===== config.mk =====
export PLATFORM = sky130hd
export DESIGN_NAME = uart_core_flat
export DESIGN_NICKNAME = d
export VERILOG_FILES = /design/src/rtl/uart_core_if.sv /design/src/rtl/uart_core.sv /design/src/flat_wrapper.sv
export SDC_FILE = /design/constraint.sdc
export NUM_CORES = 1
export LEC_CHECK = 0
export BUFFER_PORTS_ARGS = -buffer_cell sky130_fd_sc_hd__clkbuf_2
export CAP_MARGIN = 20
export CORE_ASPECT_RATIO = 1.1
export CORE_MARGIN = 2
export CORE_UTILIZATION = 54
export DETAILED_ROUTE_END_ITERATION = 10
export GPL_ROUTABILITY_DRIVEN = 0
export MAX_ROUTING_LAYER = met4
export PLACE_DENSITY = 0.83
export SLEW_MARGIN = 0
export SYNTH_ARGS = -nofsm -noshare
export SYNTH_HDL_FRONTEND = slang
export SYNTH_SLANG_ARGS = --single-unit

===== constraint.sdc =====
create_clock -name clk -period 2.3 [get_ports clk]
set_input_delay 0 -clock clk [delete_from_list [all_inputs] [get_ports clk]]
set_output_delay 0 -clock clk [all_outputs]
set_load 0.02 [all_outputs]

===== src/rtl/uart_core_if.sv =====
// Register-port bus between the polling echo master and uart_core.
interface uart_core_if;
    logic       adrs;
    logic       CSn;
    logic       OE;
    logic       WE;
    logic [7:0] data_in;
    logic [7:0] data_out;

    modport master (output adrs, CSn, OE, WE, data_in, input  data_out);
    modport slave  (input  adrs, CSn, OE, WE, data_in, output data_out);
endinterface


===== src/rtl/uart_core.sv =====
// Byte-wide UART with status/data register port, fixed baud divider and optional parity.
module uart_core #(
    parameter int unsigned BAUD_DIV   = 434,
    parameter bit          PARITY_EN  = 1'b1,
    parameter bit          PARITY_ODD = 1'b0
) (
    input  logic       clk,
    input  logic       reset_ns,
    uart_core_if.slave bus,
    input  logic       rx,
    output logic       tx
);
    localparam int unsigned  CW       = $clog2(BAUD_DIV);
    localparam logic [CW-1:0] BIT_END  = CW'(BAUD_DIV - 1);
    localparam logic [CW-1:0] HALF_END = CW'(BAUD_DIV / 2 - 1);

    typedef enum logic [2:0] {S_IDLE, S_START, S_DATA, S_PARITY, S_STOP} state_e;

    // Bus decode; read side effects fire only on the first edge of a strobe
    logic rd_q;
    logic rd_c, rd_edge_c, data_rd_c, stat_rd_c, wr_c;
    logic [7:0] status_c;

    logic          tx_q, tx_d, tx_busy_q, tx_busy_d, tx_full_q, tx_full_d, tx_par_q, tx_par_d;
    logic          tx_load_c, tx_tick_c;
    state_e        tx_state_q, tx_state_d;
    logic [CW-1:0] tx_cnt_q, tx_cnt_d;
    logic [2:0]    tx_bit_q, tx_bit_d;
    logic [7:0]    tx_shift_q, tx_shift_d, tx_hold_q, tx_hold_d;

    logic          rx_s1_q, rx_s2_q, rx_prev_q, rx_fall_c, rx_tick_c, rx_done_c;
    state_e        rx_state_q, rx_state_d;
    logic [CW-1:0] rx_cnt_q, rx_cnt_d;
    logic [2:0]    rx_bit_q, rx_bit_d;
    logic [7:0]    rx_shift_q, rx_shift_d, rx_hold_q, rx_hold_d;
    logic          rx_par_q, rx_par_d, rxrdy_q, rxrdy_d;
    logic          perr_q, perr_d, ovf_q, ovf_d, ferr_q, ferr_d;

    assign rd_c      = !bus.CSn && bus.OE;
    assign rd_edge_c = rd_c && !rd_q;
    assign data_rd_c = rd_edge_c && !bus.adrs;
    assign stat_rd_c = rd_edge_c && bus.adrs;
    assign wr_c      = !bus.CSn && bus.WE && !bus.adrs;

    assign status_c     = {2'b00, perr_q, ovf_q, ferr_q, tx_busy_q, !tx_full_q, rxrdy_q};
    assign bus.data_out = bus.CSn ? 8'h00 : (bus.adrs ? status_c : rx_hold_q);
    assign tx           = tx_q;

    // TX next state; the line value is derived from the state being entered
    always_comb begin
        tx_state_d = tx_state_q;
        tx_cnt_d   = tx_cnt_q;
        tx_bit_d   = tx_bit_q;
        tx_shift_d = tx_shift_q;
        tx_par_d   = tx_par_q;
        tx_busy_d  = tx_busy_q;
        tx_full_d  = tx_full_q;
        tx_hold_d  = tx_hold_q;
        tx_load_c  = 1'b0;
        tx_tick_c  = (tx_cnt_q == BIT_END);
        if (tx_state_q != S_IDLE) tx_cnt_d = tx_tick_c ? '0 : tx_cnt_q + CW'(1);
        case (tx_state_q)
            S_IDLE:   if (tx_full_q) tx_load_c = 1'b1;
            S_START:  if (tx_tick_c) begin
                          tx_state_d = S_DATA;
                          tx_bit_d   = 3'd0;
                      end
            S_DATA:   if (tx_tick_c) begin
                          tx_shift_d = {1'b0, tx_shift_q[7:1]};
                          tx_bit_d   = tx_bit_q + 3'd1;
                          if (tx_bit_q == 3'd7) tx_state_d = PARITY_EN ? S_PARITY : S_STOP;
                      end
            S_PARITY: if (tx_tick_c) tx_state_d = S_STOP;
            S_STOP:   if (tx_tick_c) begin
                          if (tx_full_q) tx_load_c = 1'b1;
                          else begin
                              tx_state_d = S_IDLE;
                              tx_busy_d  = 1'b0;
                          end
                      end
            default:  tx_state_d = S_IDLE;
        endcase
        if (tx_load_c) begin
            tx_state_d = S_START;
            tx_cnt_d   = '0;
            tx_shift_d = tx_hold_q;
            tx_par_d   = (^tx_hold_q) ^ PARITY_ODD;
            tx_busy_d  = 1'b1;
            tx_full_d  = 1'b0;
        end else if (wr_c && !tx_full_q) begin
            tx_full_d = 1'b1;
            tx_hold_d = bus.data_in;
        end
        case (tx_state_d)
            S_START:  tx_d = 1'b0;
            S_DATA:   tx_d = tx_shift_d[0];
            S_PARITY: tx_d = tx_par_d;
            default:  tx_d = 1'b1;
        endcase
    end

    assign rx_fall_c = rx_prev_q && !rx_s2_q;
    assign rx_tick_c = (rx_cnt_q == BIT_END);

    // RX next state plus status flag update (sets win over clears)
    always_comb begin
        rx_state_d = rx_state_q;
        rx_cnt_d   = (rx_state_q == S_IDLE || rx_tick_c) ? '0 : rx_cnt_q + CW'(1);
        rx_bit_d   = rx_bit_q;
        rx_shift_d = rx_shift_q;
        rx_par_d   = rx_par_q;
        rx_done_c  = 1'b0;
        case (rx_state_q)
            S_IDLE:   if (rx_fall_c) rx_state_d = S_START;
            S_START:  if (rx_cnt_q == HALF_END) begin
                          rx_cnt_d   = '0;
                          rx_bit_d   = 3'd0;
                          rx_state_d = rx_s2_q ? S_IDLE : S_DATA;
                      end
            S_DATA:   if (rx_tick_c) begin
                          rx_shift_d = {rx_s2_q, rx_shift_q[7:1]};
                          rx_bit_d   = rx_bit_q + 3'd1;
                          if (rx_bit_q == 3'd7) rx_state_d = PARITY_EN ? S_PARITY : S_STOP;
                      end
            S_PARITY: if (rx_tick_c) begin
                          rx_par_d   = rx_s2_q;
                          rx_state_d = S_STOP;
                      end
            S_STOP:   if (rx_tick_c) begin
                          rx_done_c  = 1'b1;
                          rx_state_d = S_IDLE;
                      end
            default:  rx_state_d = S_IDLE;
        endcase

        rx_hold_d = rx_hold_q;
        rxrdy_d   = rxrdy_q && !data_rd_c;
        perr_d    = perr_q && !stat_rd_c;
        ovf_d     = ovf_q  && !stat_rd_c;
        ferr_d    = ferr_q && !stat_rd_c;
        if (rx_done_c) begin
            if (!rxrdy_q || data_rd_c) begin
                rx_hold_d = rx_shift_q;
                rxrdy_d   = 1'b1;
                if (PARITY_EN && (rx_par_q != ((^rx_shift_q) ^ PARITY_ODD))) perr_d = 1'b1;
                if (!rx_s2_q) ferr_d = 1'b1;
            end else begin
                ovf_d = 1'b1;
            end
        end
    end

    always_ff @(posedge clk or negedge reset_ns) begin
        if (!reset_ns) begin
            rd_q       <= 1'b0;
            tx_state_q <= S_IDLE;
            tx_cnt_q   <= '0;
            tx_bit_q   <= 3'd0;
            tx_shift_q <= 8'h00;
            tx_hold_q  <= 8'h00;
            tx_par_q   <= 1'b0;
            tx_busy_q  <= 1'b0;
            tx_full_q  <= 1'b0;
            tx_q       <= 1'b1;
        end else begin
            rd_q       <= rd_c;
            tx_state_q <= tx_state_d;
            tx_cnt_q   <= tx_cnt_d;
            tx_bit_q   <= tx_bit_d;
            tx_shift_q <= tx_shift_d;
            tx_hold_q  <= tx_hold_d;
            tx_par_q   <= tx_par_d;
            tx_busy_q  <= tx_busy_d;
            tx_full_q  <= tx_full_d;
            tx_q       <= tx_d;
        end
    end

    always_ff @(posedge clk or negedge reset_ns) begin
        if (!reset_ns) begin
            rx_s1_q    <= 1'b1;
            rx_s2_q    <= 1'b1;
            rx_prev_q  <= 1'b1;
            rx_state_q <= S_IDLE;
            rx_cnt_q   <= '0;
            rx_bit_q   <= 3'd0;
            rx_shift_q <= 8'h00;
            rx_hold_q  <= 8'h00;
            rx_par_q   <= 1'b0;
            rxrdy_q    <= 1'b0;
            perr_q     <= 1'b0;
            ovf_q      <= 1'b0;
            ferr_q     <= 1'b0;
        end else begin
            rx_s1_q    <= rx;
            rx_s2_q    <= rx_s1_q;
            rx_prev_q  <= rx_s2_q;
            rx_state_q <= rx_state_d;
            rx_cnt_q   <= rx_cnt_d;
            rx_bit_q   <= rx_bit_d;
            rx_shift_q <= rx_shift_d;
            rx_hold_q  <= rx_hold_d;
            rx_par_q   <= rx_par_d;
            rxrdy_q    <= rxrdy_d;
            perr_q     <= perr_d;
            ovf_q      <= ovf_d;
            ferr_q     <= ferr_d;
        end
    end
endmodule


===== src/flat_wrapper.sv =====
// flat-port wrapper written by rule: the top's interface ports become plain ports
module uart_core_flat 
#(
    parameter int unsigned BAUD_DIV   = 434,
    parameter bit          PARITY_EN  = 1'b1,
    parameter bit          PARITY_ODD = 1'b0
)
  (clk, reset_ns, rx, tx, bus_adrs, bus_CSn, bus_OE, bus_WE, bus_data_in, bus_data_out);
  uart_core_if bus_i ();
  input  logic clk;
  input  logic reset_ns;
  input  logic rx;
  output logic tx;
  input wire logic [$bits(bus_i.adrs)-1:0] bus_adrs;
  input wire logic [$bits(bus_i.CSn)-1:0] bus_CSn;
  input wire logic [$bits(bus_i.OE)-1:0] bus_OE;
  input wire logic [$bits(bus_i.WE)-1:0] bus_WE;
  input wire logic [$bits(bus_i.data_in)-1:0] bus_data_in;
  output wire logic [$bits(bus_i.data_out)-1:0] bus_data_out;
  assign bus_i.adrs = bus_adrs;
  assign bus_i.CSn = bus_CSn;
  assign bus_i.OE = bus_OE;
  assign bus_i.WE = bus_WE;
  assign bus_i.data_in = bus_data_in;
  assign bus_data_out = bus_i.data_out;
  uart_core #(.BAUD_DIV(BAUD_DIV), .PARITY_EN(PARITY_EN), .PARITY_ODD(PARITY_ODD)) u_core (.clk(clk), .reset_ns(reset_ns), .bus(bus_i), .rx(rx), .tx(tx));
endmodule

==> results_dict.tcl <==
set metrics [dict create \
    outcome "finished, final reports clean" \
    min_path_type "input pin to flip-flop" \
    via_per_inst 5.71 \
    ys_types 54 \
    grt_max_degree 76 \
    arrival_ns 2.24 \
    pin_count 24 \
    synth_edf_count 0 \
    drive_gt1_share_pct 22.9 \
    slew_headroom_pct 38.7 \
    fill_cells 520 \
    critPathCaptureType "flip-flop" \
    syn_area_per_cell_um2 11.2 \
    die-area_mm2 0.00769 \
    yosysTopAreaCell "dfrtp_1" \
    dpl_worst_slack_ns 0.309 \
    clockBufferDepth 2 \
    cts_resized 0 \
    antenna_left 0 \
    powerDensity_mw_per_mm2 929 \
    clock_skew_ns 0.0111 \
    placeableCoreArea_mm2 0.00667 \
    r2r_cells 6 \
    nets 407 \
    slew_violations 0 \
    ys_seq_area_share_pct 49.8 \
    syn_nets 363 \
    num_rows 31 \
    yosys-top-cells-area "dfrtp_1, mux2_2, xnor2_1" \
    start_kind "flip-flop" \
    antenna_found_initial 0 \
    path_clk_slew_ns 0.08 \
    cts_made_buffers 9 \
    finalSetupViolCount 0 \
    hold_violations 0 \
    grt_overflow 0 \
    dr.pass1.iters 4 \
    synth_top_cell_area_share_pct 47.0 \
    num_vias 2684 \
    grt_setup_unrepaired "no" \
    finalWirelength_um 7380 \
    synth_ff_type "dfrtp_1" \
    min_path_cells 3 \
    cts_tree "yes" \
    design_area_mm2 0.00433 \
    synth-warning-count 0 \
    final.setup.tns_ns 0 \
    irDropWorstVdd_mv 0.496 \
    hpwlAfterDp_um 5040 \
    timing.final.crit_share_pct 86.9 \
    htreeDepth 3 \
    post_dp_cell_area_mm2 0.00400 \
    maxCapViolations 0 \
    cts_hold_buf 13 \
    cp.required_ns 2.54 \
    yosysMostFrequentCell "dfrtp_1" \
    period_needed_ns 2.00 \
    synth_cells 339 \
    total_power_uw 4020 \
    ys_seq_elements 75 \
    p_leak_uw 0.00204 \
    start_util_pct 56.7 \
    grt_first_pass_wirelength_um 12800 \
    drt_iter0_markers 138 \
    fp.dieW_um 83.8 \
    track_usage_pct 21.5 \
    max_freq_mhz 500 \
    synth_common_cells "dfrtp_1, nor2_1, xnor2_1, mux2_2, inv_1" \
    worstSetupStartpoint "u_core.rx_cnt_q[1]$_DFF_PN0_" \
    cts.sinks 75 \
    wl_per_cell_um 15.7 \
    die_y_um 91.8 \
    grt_pass1_vias 2712 \
    netlist_area_mm2 0.00378 \
    worst_pin_slew_ns 0.919 \
    worst_r2r_startpoint "u_core.rx_cnt_q[1]$_DFF_PN0_" \
    root_buffer "clkbuf_8" \
    holdCritStartpoint "bus_CSn" \
    crit_type "flip-flop to flip-flop" \
    clk_latency_ns 0.36 \
    area_growth_pct 14.5 \
    crit_fanout 6 \
    ys_async_sr_fraction_pct 100 \
    n_antenna_cell 0 \
    port_buffers 23 \
    drcViolationCount 0 \
    cts_setup_buffers 0 \
    finalWorstSetupSlack_ns 0.300 \
]
per-stage QoR:
step / std cells / utilization [%] / hold slack (ns)
2_1_floorplan: 339 / - / -0.296
3_3_place_gp: 441 / 60.0 / 0.0906
3_5_place_dp: 441 / 60.0 / 0.0946
4_1_cts: 470 / 64.9 / 0.0672
5_1_grt: 470 / 64.9 / 0.117
6_report: 470 / 64.9 / 0.0835
flip-flops by register name, summed over array words and instances, names as in the netlist, 3 cells and up:
signal,cells
u_core.tx_state_q,3
u_core.rx_bit_q,3
u_core.tx_bit_q,3
u_core.rx_hold_q,8
u_core.rx_shift_q,8
u_core.rx_state_q,3
u_core.rx_cnt_q,9
u_core.tx_hold_q,8
u_core.tx_shift_q,8
u_core.tx_cnt_q,9
final cells by class:
class	count	area (µm²)	area share [%]
tap	82	103	2.37
sequential	75	1880	43.5
clock inverter	5	52.6	1.21
inverter	19	71.3	1.65
clock buffer	11	141	3.27
timing repair buffer	45	315	7.29
multi-input combinational	233	1760	40.7
critical path: stages, from the launching register on:
cell and delay [ns]:
dfrtp_1 0.41, inv_1 0.09, ha_1 0.14, and4bb_2 0.31, nand2_4 0.09, or3_1 0.50, mux2_4 0.34
final timing paths:
path	end	slack, ns
worst max-delay path	u_core.rx_shift_q[0]$_DFFE_PN0P_	0.30
worst min-delay path	u_core.rxrdy_q$_DFF_PN0_	0.08
worst max register to register	u_core.rx_shift_q[0]$_DFFE_PN0P_	0.30
worst min register to register	u_core.rx_s2_q$_DFF_PN1_	0.36
max in group asynchronous	u_core.tx_par_q$_DFF_PN0_	1.38
min in group asynchronous	u_core.tx_bit_q[1]$_DFFE_PN0P_	0.31
cells in the final DEF (no fill, tap or decap), types with 13 or more instances in the layout:
master,netlist,final
nor2_1,32,32
xnor2_1,25,25
dlygate4sd3_1,0,13
clkbuf_2,0,22
mux2_2,21,21
nand2_1,15,15
inv_1,19,19
dfrtp_1,71,71
routing by layer:
metal	share of wire, %	up-vias	routed length (µm)	track usage, %
li1	-	1301	-	-
met1	44	1321	3280	26.5
met2	51	45	3750	35.1
met3	3.0	17	223	3.69
met4	1.8	0	136	9.14
met5	0	-	0	-
cells by family after synthesis:
group           count (synthesis)  synth area share [%]
fa+ha+maj                       9                  2.98
simple gates                  106                  15.6
buf+inv                        31                  3.57
mux                            32                  9.83
compound gates                 58                  11.4
xor+xnor                       28                  6.85
flops                          75                  49.8
power by group:
part / internal (µW) / switching [µW] / total (µW)
registers: 1610 / 280 / 1890
clock network: 525 / 483 / 1010
logic: 569 / 551 / 1120
total: 2710 / 1310 / 4020
Power figures use the tool's default switching activity.
